<file path="src/rtl/alu_logic_stage_16bit_pkg.sv">
// Shared opcode encodings and default widths for the ALU logic-operation stage.
package alu_logic_stage_16bit_pkg;

    localparam int unsigned WIDTH_DEF     = 16;
    localparam int unsigned CNT_WIDTH_DEF = 16;
    localparam int unsigned OP_WIDTH      = 2;

    localparam logic [OP_WIDTH-1:0] OP_NOT = 2'b00;
    localparam logic [OP_WIDTH-1:0] OP_AND = 2'b01;
    localparam logic [OP_WIDTH-1:0] OP_OR  = 2'b10;
    localparam logic [OP_WIDTH-1:0] OP_XOR = 2'b11;

endpackage

</file>
<file path="src/rtl/alu_logic_comb_16bit.sv">
// Purely combinational logic unit: y = op(a, b) for NOT A / AND / OR / XOR.
module alu_logic_comb_16bit
    import alu_logic_stage_16bit_pkg::*;
#(
    parameter int unsigned WIDTH = WIDTH_DEF
) (
    input  logic [OP_WIDTH-1:0] op,
    input  logic [WIDTH-1:0]    a,
    input  logic [WIDTH-1:0]    b,
    output logic [WIDTH-1:0]    y
);

    logic [WIDTH-1:0] not_a;

    // Inverter path shared with the standalone 16-bit NOT gate behaviour.
    assign not_a = ~a;

    always_comb begin
        y = '0;
        case (op)
            OP_NOT:  y = not_a;
            OP_AND:  y = a & b;
            OP_OR:   y = a | b;
            OP_XOR:  y = a ^ b;
            default: y = '0;
        endcase
    end

endmodule

</file>
<file path="src/rtl/alu_logic_stage_16bit.sv">
// Registered logic-operation stage: main + skid registers behind a valid/ready
// handshake, registered zero/negative flags and a completed-transfer counter.
module alu_logic_stage_16bit
    import alu_logic_stage_16bit_pkg::*;
#(
    parameter int unsigned WIDTH     = WIDTH_DEF,
    parameter int unsigned CNT_WIDTH = CNT_WIDTH_DEF
) (
    input  logic                 clk,
    input  logic                 rst,
    input  logic                 in_valid,
    output logic                 in_ready,
    input  logic [OP_WIDTH-1:0]  in_op,
    input  logic [WIDTH-1:0]     in_a,
    input  logic [WIDTH-1:0]     in_b,
    output logic                 out_valid,
    input  logic                 out_ready,
    output logic [WIDTH-1:0]     out_y,
    output logic                 out_zero,
    output logic                 out_neg,
    output logic [CNT_WIDTH-1:0] xfer_count
);

    logic [WIDTH-1:0]     new_y;
    logic                 new_zero;
    logic                 new_neg;

    logic                 main_valid_q, main_valid_d;
    logic [WIDTH-1:0]     main_y_q,     main_y_d;
    logic                 main_zero_q,  main_zero_d;
    logic                 main_neg_q,   main_neg_d;

    logic                 skid_valid_q, skid_valid_d;
    logic [WIDTH-1:0]     skid_y_q,     skid_y_d;
    logic                 skid_zero_q,  skid_zero_d;
    logic                 skid_neg_q,   skid_neg_d;

    logic                 ready_q,      ready_d;
    logic [CNT_WIDTH-1:0] cnt_q,        cnt_d;

    logic                 in_hs;
    logic                 out_hs;

    alu_logic_comb_16bit #(
        .WIDTH (WIDTH)
    ) u_comb (
        .op (in_op),
        .a  (in_a),
        .b  (in_b),
        .y  (new_y)
    );

    // Flags are frozen alongside the result at capture time.
    assign new_zero = (new_y == '0);
    assign new_neg  = new_y[WIDTH-1];

    assign in_hs  = in_valid && in_ready;
    assign out_hs = main_valid_q && out_ready;

    always_comb begin
        main_valid_d = main_valid_q;
        main_y_d     = main_y_q;
        main_zero_d  = main_zero_q;
        main_neg_d   = main_neg_q;
        skid_valid_d = skid_valid_q;
        skid_y_d     = skid_y_q;
        skid_zero_d  = skid_zero_q;
        skid_neg_d   = skid_neg_q;
        cnt_d        = cnt_q;

        if (out_hs) begin
            cnt_d = cnt_q + CNT_WIDTH'(1);
            if (skid_valid_q) begin
                // in_ready was low, so no new beat can arrive this cycle.
                main_y_d     = skid_y_q;
                main_zero_d  = skid_zero_q;
                main_neg_d   = skid_neg_q;
                skid_valid_d = 1'b0;
            end else if (in_hs) begin
                main_y_d     = new_y;
                main_zero_d  = new_zero;
                main_neg_d   = new_neg;
            end else begin
                main_valid_d = 1'b0;
            end
        end else if (in_hs) begin
            if (!main_valid_q) begin
                main_valid_d = 1'b1;
                main_y_d     = new_y;
                main_zero_d  = new_zero;
                main_neg_d   = new_neg;
            end else begin
                skid_valid_d = 1'b1;
                skid_y_d     = new_y;
                skid_zero_d  = new_zero;
                skid_neg_d   = new_neg;
            end
        end

        ready_d = !skid_valid_d;
    end

    always_ff @(posedge clk) begin
        if (rst) begin
            main_valid_q <= 1'b0;
            main_y_q     <= '0;
            main_zero_q  <= 1'b0;
            main_neg_q   <= 1'b0;
            skid_valid_q <= 1'b0;
            skid_y_q     <= '0;
            skid_zero_q  <= 1'b0;
            skid_neg_q   <= 1'b0;
            ready_q      <= 1'b1;
            cnt_q        <= '0;
        end else begin
            main_valid_q <= main_valid_d;
            main_y_q     <= main_y_d;
            main_zero_q  <= main_zero_d;
            main_neg_q   <= main_neg_d;
            skid_valid_q <= skid_valid_d;
            skid_y_q     <= skid_y_d;
            skid_zero_q  <= skid_zero_d;
            skid_neg_q   <= skid_neg_d;
            ready_q      <= ready_d;
            cnt_q        <= cnt_d;
        end
    end

    // Reset gating keeps in_ready low while rst is held, independent of out_ready.
    assign in_ready   = ready_q && !rst;
    assign out_valid  = main_valid_q;
    assign out_y      = main_y_q;
    assign out_zero   = main_zero_q;
    assign out_neg    = main_neg_q;
    assign xfer_count = cnt_q;

endmodule

</file>
<file path="config.mk">
export PLATFORM = sky130hd
export DESIGN_NAME = alu_logic_stage_16bit
export DESIGN_NICKNAME = d
export VERILOG_FILES = /design/src/rtl/alu_logic_stage_16bit_pkg.sv /design/src/rtl/alu_logic_comb_16bit.sv /design/src/rtl/alu_logic_stage_16bit.sv
export SDC_FILE = /design/constraint.sdc
export NUM_CORES = 1
export LEC_CHECK = 0
export CORE_MARGIN = 2
export CORE_UTILIZATION = 46
export DETAILED_ROUTE_END_ITERATION = 12
export PLACE_DENSITY = 0.82
export SKIP_LAST_GASP = 1
export SYNTH_ARGS = -nofsm -noshare
export SYNTH_HDL_FRONTEND = slang
export SYNTH_SLANG_ARGS = --single-unit
</file>
<file path="constraint.sdc">
create_clock -name clk -period 1.9 [get_ports clk]
set_input_delay 0.285 -clock clk [delete_from_list [all_inputs] [get_ports clk]]
set_output_delay 0.285 -clock clk [all_outputs]
set_load 0.02 [all_outputs]
</file>
Word-level counts from Yosys, hierarchy flattened
Index checks and enable logic that the tools add are counted.

Register bits after elaboration: 55. Word-level logic and storage cells: 57. Input bits: 38. Output and inout bits: 36.

Add/sub/neg operators: 1. Bitwise operators: 5. Equality and inequality tests: 6. Multiplexer cells: 23. Reduce and logical (&&, ||, !) cells: 12.

Operators with widths (count): 16-bit 2-to-1 mux (5); 16-bit one-hot mux with 4 select lines (1); 1-bit 2-to-1 mux (17); 16-bit by 1-bit adder with 16-bit output (second input constant) (1); 16-bit AND (1); 16-bit zero test (1); 16-bit inverter (1); 16-bit OR (1); 16-bit XOR (1); 3-bit AND reduction (3); 2-bit equality test (second input constant) (2); 2-bit != test (second input constant) (2); 2-bit nonzero test (2); 1-bit logical AND (3); 2-bit by 1-bit equality test with 1-bit output (second input constant) (1); 1-bit zero test (2); 2-bit zero test (1); 2-bit by 1-bit != test with 1-bit output (second input constant) (1); 1-bit inverter (1).

Logic depth before layout (Yosys ltp)
Gate-level depths: netlist (run 1).

Depth in word-level cells: 6. Depth in mapped cells: 10. Gate-level depth less buffers: 7.

By module
From an unflattened synthesis (run 1), not the netlist that was laid out.

Cells, all modules: 372. Area total of the unflattened synthesis: 3274.4 um^2.

Modules (own cells, without submodules): alu_logic_stage_16bit (cells an instance 272, seq. area each 1061.0 um^2, area each 2258.4 um^2, instances 1); alu_logic_comb_16bit (cells an instance 100, seq. area each 0.0 um^2, area each 1016.0 um^2, instances 1).

Worst setup path after synthesis (run 1)
Ideal clock, no wire load.

Path type: register to register. Start point: reg main_valid_q, in the netlist out_valid. End point: reg main_y_q[10], in the netlist out_y[10]. Period minus slack after synthesis: 2.083 ns. Path slack: -0.183 ns. Library setup time: 0.071 ns. Arrival: 2.013 ns. Data required time: 1.829 ns. Buffers on the path: 3. Stages on the path, launching flop included: 10. Cell sequence: dfxtp_1 -> buf_2 -> and2_1 -> buf_2 -> inv_1 -> ha_1 -> a221oi_2 -> buf_2 -> o211ai_1 -> a21oi_1.

Word-level cells in the longest chain between the ends: 3. Elaborated cells between the ends (all ways): 5. Those cells by class: eq/ne (1); mux (1); reduce/logical (3).

RTL lines: start, declared (line alu_logic_stage_16bit.sv:28) `logic main_valid_q, main_valid_d;`; start signal, assigned (line alu_logic_stage_16bit.sv:116) `main_valid_q <= main_valid_d;`; 1-bit logical AND (line alu_logic_stage_16bit.sv:58) `assign out_hs = main_valid_q && out_ready;`; 2-bit by 1-bit != test with 1-bit output (no line) or 2-bit nonzero test (tied branches); 3-bit AND reduction (no line); end signal, assigned (line alu_logic_stage_16bit.sv:117) `main_y_q <= main_y_d;`; end, declared (line alu_logic_stage_16bit.sv:29) `logic [WIDTH-1:0] main_y_q, main_y_d;`.

Parallel ways exist; a longest one is shown, timed or not. A chain may end at the register's enable or synchronous reset.

Worst setup path in the final report (run 1)
Start point: in in_b[15]. End point: reg main_zero_q, in the netlist out_zero.

Word-level cells in the longest chain between the ends: 6. Elaborated cells between the ends (all ways): 10. Those cells by class: mux (6); bitwise (3); reduce/logical (1).

RTL lines: start, declared (line alu_logic_stage_16bit.sv:15) `input logic [WIDTH-1:0] in_b,`; 16-bit XOR, or another cell as far along (line alu_logic_comb_16bit.sv:24) `OP_XOR: y = a ^ b;`; 16-bit one-hot mux with 4 select lines (*) (line alu_logic_comb_16bit.sv:20) `case (op)`; 16-bit zero test (*) (line alu_logic_stage_16bit.sv:54) `assign new_zero = (new_y == '0);`; 1-bit 2-to-1 mux, on equally long branches (line alu_logic_stage_16bit.sv:87, alu_logic_stage_16bit.sv:79); 1-bit 2-to-1 mux, on equally long branches (line alu_logic_stage_16bit.sv:86, alu_logic_stage_16bit.sv:73); 1-bit 2-to-1 mux (*) (line alu_logic_stage_16bit.sv:71) `if (out_hs) begin`; end signal, assigned (line alu_logic_stage_16bit.sv:118) `main_zero_q <= main_zero_d;`; end, declared (line alu_logic_stage_16bit.sv:30) `logic main_zero_q, main_zero_d;`.

Mark *: on every way between the ends. The rest lies on a longest branch, timed or not. The select of a mux whose other input is x is not followed.

==> reports/qor.yml, run 1 <==
die_h_um: 89.1
via_per_inst: 5.15
peakVddDrop_v: 0.000316
clockRootBuffer: "clkbuf_8"
cts_buffer_depth: 2
slew_headroom_pct: 65.0
grt_pass1_vias: 2919
drv_cap: 0
seq_area_frac_synth_pct: 31.8
cts_buffers: 5
firstDrtPassIters: 4
n_antenna_cell: 0
dieArea_um2: 7940
drive_gt1_share_pct: 16.9
period_share_pct: 98.1
slew_viol_final: 0
hp-start: "out_y[8]"
post_drt_wl_per_cell_um: 13.1
r2r_start: "out_valid"
crit_fanout: 2
clkTransAtPathRegs_ns: 0.09
swShare_pct: 27.5
ys_ff_latch: 53
critical_path_class: "in2reg"
antenna_found_initial: 0
syn_to_final_growth_pct: 35.8
powerDensity_nw_per_um2: 521
grt.overflow.total: 0
synth_warnings: 0
p_leak_nw: 2.01
final_cell_area_um2: 4530
finClkSkew_ns: 0.00864
required_ns: 2.12
fmax_mhz: 537
intPower_mw: 1.71
clkPwrFrac_pct: 24.7
via_count: 3041
fin_util_pct: 63.4
switchingPower_uw: 650
max_slew.worst_pin.slew_ns: 0.526
syn-instance-count: 382
clk_latency_ns: 0.30
drt_iter0_drc: 159
fin_crit_ns: 1.86
syn-cell-area_um2: 3330
wirelength_um: 7730
synth_nets: 454
htreeDepth: 2
min_delay_path_depth: 2
avgSynthCellArea_um2: 8.72
r2r_slack_ns: 0.17
holdPathEnd: "out_y[8]"
sequentialPowerShare_pct: 49.4
routabilityCongestion: 0.819
port-buffer-count: 73
fillers: 625
hp-class: "reg2reg"
reg2regPathDepth: 7
nNetsFinal: 564
critPathArrivalTime_ns: 2.09
multi_input_area_um2: 1870
clock-sinks: 53
pwr-share-comb_pct: 25.9
die_w_um: 89.1
synth.distinct_cells: 40
finalSetupViolations: 0
grt_max_degree: 53
hold_violations: 0
ant_nets: 0
tritoncts: "done"
grt_use_total_pct: 19.9
rr_endpoint: "out_y[5]"
std_cell_rows: 31
end_kind: "flip-flop"
cp-start-kind: "input pin"
placed_area_um2: 4440
synthFlopType: "dfxtp_1"
dpl.hpwl_um: 5850
ys_async_sr_fraction_pct: 0
coreArea_um2: 7140
io_pins: 74
seq_area_um2: 1060
grt_pass1_wl_um: 12600
status: "completed"
synth_edf_count: 0
route.detailed.drc: 0
cp-startpoint: "in_b[15]"
start_util_pct: 46.7
==> critical path, cell delays in order <==
cell and delay (ns):
dlygate4sd2_1 0.23, inv_1 0.06, ha_1 0.30, or2b_1 0.24, a21oi_2 0.17, o2111ai_2 0.16, or4_4 0.44, o32ai_2 0.21
==> stage by stage <==
step | TNS, ns | std cells | total power, mW | hold slack [ns] | setup WS (ns)
6_report | 0 | 590 | 2.36 | 0.455 | 0.0368
5_1_grt | -0.00460 | 590 | 2.49 | 0.484 | -0.00460
4_1_cts | 0 | 590 | 2.37 | 0.460 | 0.0507
3_5_place_dp | -8.71 | 577 | 1.78 | 0.448 | -0.490
3_3_place_gp | -6.72 | 577 | 1.75 | 0.439 | -0.425
2_1_floorplan | 0 | 382 | 1.50 | 0.449 | 0.0263
==> cell families after synthesis <==
kind of cell,count (synthesis),synth area share (%)
adder cells (fa/ha/maj),34,12.8
multiplexers,16,12.2
XOR/XNOR,11,2.89
buffers and inverters,92,11.9
AND/OR/NAND/NOR,112,15.5
AO/OA/AOI/OAI,64,12.9
flip-flops,53,31.8
==> layout make-up <==
| cell class | instances | area share, % |
|---|---|---|
| multi-input combinational | 237 | 41.3 |
| tap | 99 | 2.74 |
| sequential | 53 | 23.5 |
| clock inverter | 1 | 0.111 |
| timing repair buffer | 124 | 24.9 |
| clock buffer | 5 | 1.52 |
| inverter | 71 | 5.89 |
==> worst max-delay path by stage <==
stage                      to  slack, ns  cells after the start
global route         out_zero     -0.005                      8
CTS                  out_zero       0.05                      8
detailed placement   out_zero      -0.49                      8
global placement     out_zero      -0.42                      8
floorplan           out_y[10]       0.03                      9
finish               out_zero       0.04                      8
==> synth_stat cells (2+ instances only) <==
library cell	instances	area [um^2]
nand4_1	5	31.3
o211ai_1	12	90.1
nand3_1	5	25.0
o21ai_0	5	25.0
mux4_2	4	90.1
nor2b_1	2	12.5
mux4_1	12	315
and3_1	3	18.8
xnor2_1	6	52.6
and2_1	2	12.5
inv_1	71	267
buf_6	2	22.5
a211oi_1	16	120
nand2b_1	2	12.5
a21oi_1	25	125
ha_1	34	425
buf_2	4	20.0
or3_1	4	25.0
dfxtp_1	53	1060
nor3_1	8	40.0
xor2_1	5	43.8
clkbuf_1	12	45.0
nand2_1	32	120
nor2_1	42	158
==> cells in the final DEF (no fill, tap or decap), drive strengths merged <==
| cell | Yosys | layout |
|---|---|---|
| and2 | 2 | 2 |
| or3 | 4 | 4 |
| mux4 | 16 | 16 |
| clkdlybuf4s50 | 0 | 38 |
| a221oi | 1 | 1 |
| o211ai | 12 | 12 |
| dlygate4sd2 | 0 | 33 |
| nor2 | 42 | 42 |
| a2111oi | 1 | 1 |
| inv | 71 | 71 |
| and3b | 1 | 1 |
| or4 | 1 | 1 |
| clkbuf | 12 | 6 |
| a21oi | 25 | 25 |
| nor3 | 8 | 8 |
| nand2 | 32 | 32 |
| ha | 34 | 34 |
| buf | 9 | 51 |
| dfxtp | 53 | 53 |
| nor2b | 2 | 2 |
| clkinv | 0 | 1 |
| nand3 | 5 | 5 |
| bufbuf | 0 | 1 |
| o32ai | 1 | 1 |
| o21ai | 6 | 6 |
| nor4 | 1 | 1 |
| a211oi | 16 | 16 |
| xor2 | 5 | 5 |
| and4 | 1 | 1 |
| a311oi | 1 | 1 |
| or2b | 1 | 1 |
| o2111ai | 1 | 1 |
| nand2b | 2 | 2 |
| nand3b | 1 | 1 |
| nand4 | 6 | 6 |
| and3 | 3 | 3 |
| xnor2 | 6 | 6 |
==> timing repair <==
item,CTS,global route
buffers inserted,6,0
endpoints found under the setup margin,4,2
gates cloned,1,0
hold buffers,0,0
gates resized for setup,46,5
pin swaps,5,1
==> metal layers <==
metal  global-route usage (%)  wire [um]
met5                        0          0
met2                     36.8       3900
met4                     7.33        229
met3                     2.86        372
met1                     23.1       3230
==> power by group through the flow <==
stage	Sequential [mW]	Clock, mW	Combinational [mW]
CTS	1.17	0.595	0.604
global route	1.17	0.646	0.671
detailed placement	1.19	0	0.588
finish	1.17	0.583	0.610
global placement	1.19	0	0.558
floorplan	1.21	0	0.291
(Power assumes the default switching activity.)
==> inputs of run 2 (changes only) <==
- SLEW_MARGIN: unset -> 20
==> results of run 2 <==
Same layout as run 1: the final DEF is identical, and so are final timing and power.
==> inputs of run 3 (changes only) <==
- CORE_MARGIN: 2 -> unset
==> run 3 against run 2 <==
Compared with the run above: clock-buffer cell count is 2 higher; sequential cell count stayed put; non-clock buffer count is 2 higher; highest routed layer unchanged; critical path depth is 2 lower; register-to-register slack better by 0.03 ns; critical endpoint unchanged; largest cell class unchanged.
==> reports/qor.yml, run 3 (synthesized netlist as in run 1, its figures left out) <==
dpl.hpwl_um: 5840
drv_cap: 0
hp-class: "reg2reg"
route.detailed.drc: 0
cts_buffers: 5
critical_path_class: "in2reg"
placed_area_um2: 4450
required_ns: 2.12
wirelength_um: 7810
tritoncts: "done"
grt_pass1_vias: 2997
final_cell_mix: "inv_1 (69), dfxtp_1 (52), buf_4 (46)"
fmax_mhz: 535
rsz0062_at_grt: "no"
dieArea_um2: 7590
coreArea_um2: 6910
n_antenna_cell: 0
slew_headroom_pct: 64.6
start_util_pct: 48.2
hold_violations: 0
clockRootBuffer: "clkbuf_8"
powerDensity_nw_per_um2: 525
holdWs_ns: 0.456
period_share_pct: 98.5
grt_use_total_pct: 21.9
fin_crit_ns: 1.87
wl_met1_um: 3190
min_delay_path_depth: 2
dr_wl_met3_um: 450
route.met2.wl_um: 3950
port-buffer-count: 73
clk_latency_ns: 0.30
grt_max_degree: 53
drt_iter0_drc: 177
pre_cts_slack_ns: -0.541
nNetsFinal: 566
htreeDepth: 2
syn_to_final_growth_pct: 38.4
max_slew.worst_pin.slew_ns: 0.532
p_leak_nw: 2.04
highest_layer: "met4"
cts_buffer_depth: 2
r2r_slack_ns: 0.20
clock-sinks: 53
status: "completed"
die_w_um: 87.1
routabilityCongestion: 0.793
cp-start-kind: "input pin"
firstDrtPassIters: 4
final_cell_area_um2: 4610
final_common_cell: "inv_1"
via_per_inst: 5.11
crit_fanout: 10
critPathArrivalTime_ns: 2.09
grt_pass1_wl_um: 13200
io_pins: 74
ant_nets: 0
via_count: 3012
cts_hold_buf: 0
antenna_found_initial: 0
setup_ws_ns: 0.0293
finClkSkew_ns: 0.00822
reg2regPathDepth: 7
end_kind: "flip-flop"
post_drt_wl_per_cell_um: 13.2
slew_viol_final: 0
drive_gt1_share_pct: 18.2
std_cell_rows: 30
power_mw: 2.42
peakVddDrop_v: 0.000323
grt.overflow.total: 0
die_h_um: 87.1
clkTransAtPathRegs_ns: 0.09
finalSetupViolations: 0
[run 3: cell count changes in the layout (fill, tap and decap cells not counted), sizes merged]
cell / change
clkbuf: +3
buf: +1
clkinv: -1
dlygate4sd2: -3
clkdlybuf4s15: +2
bufbuf: +1
[run 3: final timing paths]
path | startpoint | endpoint
max | in_op[0] | out_zero
min reg2reg | out_y[8] | out_y[8]
min | out_y[8] | out_y[8]
max reg2reg | out_valid | out_y[1]
[run 3: area by class of cell]
type	count	area, um^2
Clock buffer	7	86.3
Fill cell	587	2300
Inverter	71	267
Multi-Input combinational cell	237	1900
Sequential cell	53	1060
Tap cell	96	120
Timing Repair Buffer	126	1180
[run 3: critical path, cell delays in order]
cell and delay (ns):
dlygate4sd2_1 0.28, bufbuf_16 0.29, a2111oi_4 0.43, o2111ai_2 0.15, or4_4 0.44, o32ai_2 0.20
[run 3: per-stage QoR]
step / instances / TNS [ns] / util [%]
2_1_floorplan: 382 / 0 / -
3_3_place_gp: 575 / -6.23 / 64.5
3_5_place_dp: 575 / -8.24 / 64.5
4_1_cts: 589 / 0 / 66.7
5_1_grt: 590 / 0 / 66.8
6_report: 590 / 0 / 66.8
[run 3: repair_timing]
item / 4_1_cts / 5_1_grt
setup endpoints to repair: 5 / 1
resized for setup: 53 / 6
setup buffers: 5 / 1
gates cloned: 2 / 0
pin swaps: 8 / 4
[run 3: layer usage]
metal / up-vias / GRT usage (%)
met5: - / 0
met4: 0 / 9.24
met3: 24 / 3.89
met2: 101 / 40.3
met1: 1382 / 24.7
li1: 1505 / -
[run 3: power by group]
group / total [mW] / switching [mW] / internal [mW] / leakage [nW]
registers: 1.17 / 0.0236 / 1.14 / 0.429
logic: 0.635 / 0.294 / 0.340 / 1.57
clock network: 0.622 / 0.332 / 0.290 / 0.0443
total: 2.42 / 0.650 / 1.77 / 2.04
